<file path="src/rtl/riscv_pkg.sv">
// Shared definitions for the multicycle RV32I control path.
// Holds state encoding, opcodes, immediate-format codes and ALU codes
// so the controller, ALU decoder and datapath agree on every encoding.
package riscv_pkg;

  // State encoding (4 bits covers the eleven sequencing states).
  localparam logic [3:0] S_FETCH    = 4'd0;
  localparam logic [3:0] S_DECODE   = 4'd1;
  localparam logic [3:0] S_MEMADR   = 4'd2;
  localparam logic [3:0] S_MEMREAD  = 4'd3;
  localparam logic [3:0] S_MEMWB    = 4'd4;
  localparam logic [3:0] S_MEMWRITE = 4'd5;
  localparam logic [3:0] S_EXECUTER = 4'd6;
  localparam logic [3:0] S_EXECUTEI = 4'd7;
  localparam logic [3:0] S_ALUWB    = 4'd8;
  localparam logic [3:0] S_BEQ      = 4'd9;
  localparam logic [3:0] S_JAL      = 4'd10;

  typedef enum logic [3:0] {
    FETCH    = S_FETCH,
    DECODE   = S_DECODE,
    MEMADR   = S_MEMADR,
    MEMREAD  = S_MEMREAD,
    MEMWB    = S_MEMWB,
    MEMWRITE = S_MEMWRITE,
    EXECUTER = S_EXECUTER,
    EXECUTEI = S_EXECUTEI,
    ALUWB    = S_ALUWB,
    BEQ      = S_BEQ,
    JAL      = S_JAL
  } state_t;

  // Opcodes (instr[6:0]).
  localparam logic [6:0] OP_LW  = 7'b0000011;
  localparam logic [6:0] OP_SW  = 7'b0100011;
  localparam logic [6:0] OP_R   = 7'b0110011;
  localparam logic [6:0] OP_I   = 7'b0010011;
  localparam logic [6:0] OP_BEQ = 7'b1100011;
  localparam logic [6:0] OP_JAL = 7'b1101111;

  // Immediate formats, same encoding as the extender's immsrc input.
  localparam logic [1:0] IMM_I = 2'b00;
  localparam logic [1:0] IMM_S = 2'b01;
  localparam logic [1:0] IMM_B = 2'b10;
  localparam logic [1:0] IMM_J = 2'b11;

  // ALU operation codes.
  localparam logic [2:0] ALU_ADD = 3'b000;
  localparam logic [2:0] ALU_SUB = 3'b001;
  localparam logic [2:0] ALU_AND = 3'b010;
  localparam logic [2:0] ALU_OR  = 3'b011;
  localparam logic [2:0] ALU_SLT = 3'b101;

  // Controller-to-ALU-decoder operation class.
  localparam logic [1:0] ALUOP_ADD   = 2'b00;
  localparam logic [1:0] ALUOP_SUB   = 2'b01;
  localparam logic [1:0] ALUOP_FUNCT = 2'b10;

  // Immediate format implied by the opcode; unsupported opcodes fall to I.
  function automatic logic [1:0] imm_for_op(input logic [6:0] op);
    case (op)
      OP_SW:   return IMM_S;
      OP_BEQ:  return IMM_B;
      OP_JAL:  return IMM_J;
      default: return IMM_I;
    endcase
  endfunction

endpackage

</file>
<file path="src/rtl/alu_decoder.sv">
// ALU decoder: maps the controller's aluop class plus funct fields to alucontrol.
// Ports: aluop[1:0], funct3[2:0], op5 (instr[5]), funct7b5 (instr[30]) in;
//        alucontrol[2:0] out. Purely combinational.
module alu_decoder
  import riscv_pkg::*;
(
  input  logic [1:0] aluop,
  input  logic [2:0] funct3,
  input  logic       op5,
  input  logic       funct7b5,
  output logic [2:0] alucontrol
);

  always_comb begin
    alucontrol = ALU_ADD;
    case (aluop)
      ALUOP_ADD: alucontrol = ALU_ADD;
      ALUOP_SUB: alucontrol = ALU_SUB;
      ALUOP_FUNCT: begin
        case (funct3)
          // Only R-type (op[5]=1) uses funct7b5 to pick sub; addi never subtracts.
          3'b000:  alucontrol = (op5 && funct7b5) ? ALU_SUB : ALU_ADD;
          3'b010:  alucontrol = ALU_SLT;
          3'b110:  alucontrol = ALU_OR;
          3'b111:  alucontrol = ALU_AND;
          default: alucontrol = ALU_ADD;
        endcase
      end
      default: alucontrol = ALU_ADD;
    endcase
  end

endmodule

</file>
<file path="src/rtl/multicycle_controller.sv">
// Multicycle RV32I control FSM: sequences FETCH, DECODE and 1-3 execute states.
// Ports: clk, reset (sync, active-high), op/funct3/funct7b5 from the IR, zero flag in;
//        datapath selects, alucontrol, write enables and illegal-opcode pulse out.
module multicycle_controller
  import riscv_pkg::*;
(
  input  logic       clk,
  input  logic       reset,
  input  logic [6:0] op,
  input  logic [2:0] funct3,
  input  logic       funct7b5,
  input  logic       zero,
  output logic [1:0] immsrc,
  output logic [1:0] alusrca,
  output logic [1:0] alusrcb,
  output logic [1:0] resultsrc,
  output logic       adrsrc,
  output logic [2:0] alucontrol,
  output logic       irwrite,
  output logic       pcwrite,
  output logic       regwrite,
  output logic       memwrite,
  output logic       illegal
);

  state_t     state, state_next;
  logic [1:0] aluop;
  logic       pcupdate;
  logic       branch;

  always_ff @(posedge clk) begin
    if (reset) state <= FETCH;
    else       state <= state_next;
  end

  always_comb begin
    state_next = state;
    alusrca    = 2'b00;
    alusrcb    = 2'b00;
    resultsrc  = 2'b00;
    adrsrc     = 1'b0;
    aluop      = ALUOP_ADD;
    irwrite    = 1'b0;
    pcupdate   = 1'b0;
    branch     = 1'b0;
    regwrite   = 1'b0;
    memwrite   = 1'b0;
    illegal    = 1'b0;

    case (state)
      FETCH: begin
        irwrite    = 1'b1;
        alusrcb    = 2'b10;
        resultsrc  = 2'b10;
        pcupdate   = 1'b1;
        state_next = DECODE;
      end
      DECODE: begin
        // OldPC + ImmExt: branch target is ready in ALUOut for BEQ.
        alusrca = 2'b01;
        alusrcb = 2'b01;
        case (op)
          OP_LW, OP_SW: state_next = MEMADR;
          OP_R:         state_next = EXECUTER;
          OP_I:         state_next = EXECUTEI;
          OP_BEQ:       state_next = BEQ;
          OP_JAL:       state_next = JAL;
          default: begin
            state_next = FETCH;
            illegal    = 1'b1;
          end
        endcase
      end
      MEMADR: begin
        alusrca    = 2'b10;
        alusrcb    = 2'b01;
        state_next = (op == OP_LW) ? MEMREAD : MEMWRITE;
      end
      MEMREAD: begin
        adrsrc     = 1'b1;
        state_next = MEMWB;
      end
      MEMWB: begin
        resultsrc  = 2'b01;
        regwrite   = 1'b1;
        state_next = FETCH;
      end
      MEMWRITE: begin
        adrsrc     = 1'b1;
        memwrite   = 1'b1;
        state_next = FETCH;
      end
      EXECUTER: begin
        alusrca    = 2'b10;
        aluop      = ALUOP_FUNCT;
        state_next = ALUWB;
      end
      EXECUTEI: begin
        alusrca    = 2'b10;
        alusrcb    = 2'b01;
        aluop      = ALUOP_FUNCT;
        state_next = ALUWB;
      end
      ALUWB: begin
        regwrite   = 1'b1;
        state_next = FETCH;
      end
      BEQ: begin
        alusrca    = 2'b10;
        aluop      = ALUOP_SUB;
        branch     = 1'b1;
        state_next = FETCH;
      end
      JAL: begin
        // OldPC + 4 is the link value; ALUOut (target from DECODE) goes to PC.
        alusrca    = 2'b01;
        alusrcb    = 2'b10;
        pcupdate   = 1'b1;
        state_next = ALUWB;
      end
      default: state_next = FETCH;
    endcase

    // During reset present FETCH selects but suppress every write.
    if (reset) begin
      alusrca   = 2'b00;
      alusrcb   = 2'b10;
      resultsrc = 2'b10;
      adrsrc    = 1'b0;
      aluop     = ALUOP_ADD;
      irwrite   = 1'b0;
      pcupdate  = 1'b0;
      branch    = 1'b0;
      regwrite  = 1'b0;
      memwrite  = 1'b0;
      illegal   = 1'b0;
    end
  end

  assign pcwrite = pcupdate | (branch & zero);
  assign immsrc  = imm_for_op(op);

  alu_decoder u_alu_decoder (
    .aluop      (aluop),
    .funct3     (funct3),
    .op5        (op[5]),
    .funct7b5   (funct7b5),
    .alucontrol (alucontrol)
  );

endmodule

</file>
<file path="config.mk">
export PLATFORM = sky130hd
export DESIGN_NAME = multicycle_controller
export DESIGN_NICKNAME = d
export VERILOG_FILES = /design/src/rtl/riscv_pkg.sv /design/src/rtl/alu_decoder.sv /design/src/rtl/multicycle_controller.sv
export SDC_FILE = /design/constraint.sdc
export NUM_CORES = 1
export LEC_CHECK = 0
export BUFFER_PORTS_ARGS = -buffer_cell sky130_fd_sc_hd__buf_4
export CORE_MARGIN = 3
export CORE_UTILIZATION = 39
export DETAILED_ROUTE_END_ITERATION = 7
export HOLD_SLACK_MARGIN = 0.02
export PLACE_DENSITY_LB_ADDON = 0.05
export SLEW_MARGIN = 40
export SYNTH_ARGS = -nofsm -noshare
export SYNTH_HDL_FRONTEND = slang
export SYNTH_SLANG_ARGS = --single-unit
</file>
<file path="constraint.sdc">
create_clock -name clk -period 2.09 [get_ports clk]
set_input_delay 0.627 -clock clk [delete_from_list [all_inputs] [get_ports clk]]
set_output_delay 0.627 -clock clk [all_outputs]
set_load 0.02 [all_outputs]
</file>
==> metrics.txt <==
global-route wire length before repair 3.58 mm; max reg flops 4; relative slew slack 0.746; RSZ-0062 raised after global routing true; Flop pwr share 0.243; Post-Syn Nets 97; DRT Wirelength 2.40 mm; hold depth 2; number of setup violations in the final report 10; Reg2Reg Depth 4; minimum clock period 2.33 ns; H-tree depth 1; Max-cap violations 0; static leakage 0.522 nW; Arrival @ worst endpoint 1.70 ns; synthesized area per cell 7.48 sq um; Worst Hold Class reg -> reg; Die Span X 45.4 um; Setup Skew 0.00294 ns; detailed-route wire length per cell around 16 um; power share of the clock group 0.324; Antenna Cells 0; vias in the first global route a little over 800; # IOs 31; Sw Pwr 0.000111 W; cts bufs inserted 3; FF-to-FF End state[3]; setup ws final -0.239 ns; initial antenna violation count 0; total power about 0.00033 W; I/O Buffers 30; critical path class in -> out; sequential area share after synthesis 0.132; main combinational cell family by area after synthesis simple AND/OR/NAND/NOR gates; flops & latches, synth 4; Primary FF master, synth dfxtp_1; r2r setup slk 0.79 ns; CP max FO 5; Die H approximately 45 um; combinational share of power 0.433; Max Root-Sink Buffers 2; Hold Path Sink state[0]; registers with the most flip-flops state: 4 flops; layout cells sized above 1 0.667; Reg clk slew, reported paths 0.04 ns; Seq. cell area 88.8 sq um; P&R area growth vs syn 105%; Sw Ratio 0.336; GR Util All Layers 0.239; worst IR drop on VDD 0.291 mV; Synth async-reset ratio 0; Setup crit end kind output pin; CTS tree yes; GRT overflow 0; Post-Place Setup Slack -0.265 ns; root buffer cell clkbuf_4; Slew @ Worst Pin 0.375 ns; Cell Pwr Density 265 nW/um^2; fin crit share 1.11; Int Power 0.000218 W; area share of fa/ha/maj cells after synthesis 0.0413; routability cong. between 0.7 and 0.8; EDFF count, synth 0; Skew-Pair Late Insertion Delay between 0.2 and 0.3 ns; final hold violation count 0; compound-cell area share of the yosys netlist 0.236; worst r2r src state[1]; drt pass-1 iters 4; count of cell types in the netlist 43; min-delay src state[0]; Critical Path RT 1.46 ns; vias per cell 5.71; xor and xnor area share after synthesis 0.0289; Detail Route Antenna Nets 0; mapped cell area roughly 610 sq um; failing checks negative setup slack; Max Clock Freq 429 MHz; Final Slew Violations 0; fill count 58; Gate Count Post-Synth 81; Multi-input gate area 644 sq um; effective utilization at floorplan 0.438; core area 1380 sq um; Residual DRC 0; Critical Path Start Type input pin; Final Util 0.897; NumNets Final 150; Ys Warns 0; Largest Register state; status complete, but fails checks; DP HPWL ~1.4 mm; mux contribution to synthesized area 0.0186; CTS Sinks 4; Std-Cell Rows 13; largest net degree at the start of global routing 16; Vias 840; initial DRC count 13; Die ar. 2060 sq um; Synth Area in Simple Gates 0.481
==> logic make-up (layout without fill, tap and decap cells) <==
kind of cell | count (synthesis) | in the layout
AND/OR/NAND/NOR | 45 | 45
XOR/XNOR | 2 | 2
AO/OA/AOI/OAI | 19 | 19
flip-flops | 4 | 4
buffers and inverters | 8 | 59
adder cells (fa/ha/maj) | 2 | 2
multiplexers | 1 | 1
==> cell usage after synthesis, drive strengths merged (2+ instances only) <==
cell type / count / area (sq um)
and3b: 2 / 17.5
ha: 2 / 25.0
inv: 3 / 11.3
nand2: 4 / 15.0
dfxtp: 4 / 80.1
nor3b: 6 / 50.1
nor2: 7 / 26.3
nand2b: 5 / 31.3
a2111oi: 2 / 17.5
buf: 4 / 22.5
nand3b: 2 / 15.0
and3: 2 / 12.5
or3b: 2 / 17.5
nor3: 4 / 20.0
nor2b: 3 / 26.3
a21oi: 6 / 30.0
==> power groups by stage <==
stage          Sequential (W)  Combinational (W)  Clock (W)
2_1_floorplan       0.0000808          0.0000595          0
3_3_place_gp        0.0000824           0.000110          0
3_5_place_dp        0.0000824           0.000112          0
4_1_cts             0.0000808           0.000127   0.000104
5_1_grt             0.0000799           0.000153   0.000117
6_report            0.0000798           0.000142   0.000107
==> through the flow <==
stage | area [sq um] | hold slack [ns] | instances | setup TNS, ns
final | 1240 | 0.577 | 147 | -1.02
after global routing | 1240 | 0.597 | 147 | -1.76
after CTS | 1130 | 0.610 | 143 | -1.02
after detailed placement | 1000 | 0.639 | 137 | -1.11
after global placement | 1000 | 0.635 | 137 | -0.973
after floorplan | 686 | 0.543 | 81 | -0.516
==> layout by cell type, fill, tap and decap left out, types with 2 or more instances in the layout <==
master,count
nand3b_1,2
nor3b_2,2
clkbuf_4,3
nor2b_4,2
nand2_1,2
a2111oi_2,2
buf_6,13
nor2_1,5
a21oi_1,2
inv_1,3
nand2_4,2
buf_4,39
nand2b_1,5
nor3_1,3
and3b_1,2
dfxtp_4,2
nor3b_1,2
a21oi_2,4
nor3b_4,2
==> how the worst max path moves through the flow <==
stage          cells after the start            end  startpoint
2_1_floorplan                      2        pcwrite       reset
3_3_place_gp                       6  alucontrol[2]       reset
3_5_place_dp                       8  alucontrol[0]       reset
4_1_cts                            6  alucontrol[2]       reset
5_1_grt                            6  alucontrol[2]       reset
6_report                           6  alucontrol[2]       reset
==> repair_timing <==
action | 4_1_cts | 5_1_grt
cloned | 0 | 0
hold buffers | 0 | 0
setup buffers | 12 | 8
gates resized for setup | 24 | 17
endpoints found under the setup margin | 11 | 15
pin swaps | 5 | 7
==> final cells by class <==
class | count | area share
Tap cell | 15 | 0.0151
Timing Repair Buffer | 53 | 0.366
Sequential cell | 4 | 0.0716
Multi-Input combinational cell | 69 | 0.520
Clock buffer | 3 | 0.0182
Inverter | 3 | 0.00908
==> per-layer routing <==
metal  share of wire  up-vias  GRT usage  wire, um
met5               0        -          0         0
met2            0.55       34      0.429      1320
li1                -      407          -         -
met1            0.38      393      0.282       914
met3           0.052        6     0.0277       125
met4           0.019        0     0.0936        45
==> critical path, cell delays in order <==
cell	delay (ns)
buf_8	0.11
nor3b_4	0.18
nand3b_1	0.16
ha_4	0.26
nor4_4	0.19
buf_4	0.17
Note: power is estimated with default switching activity, not from simulation.
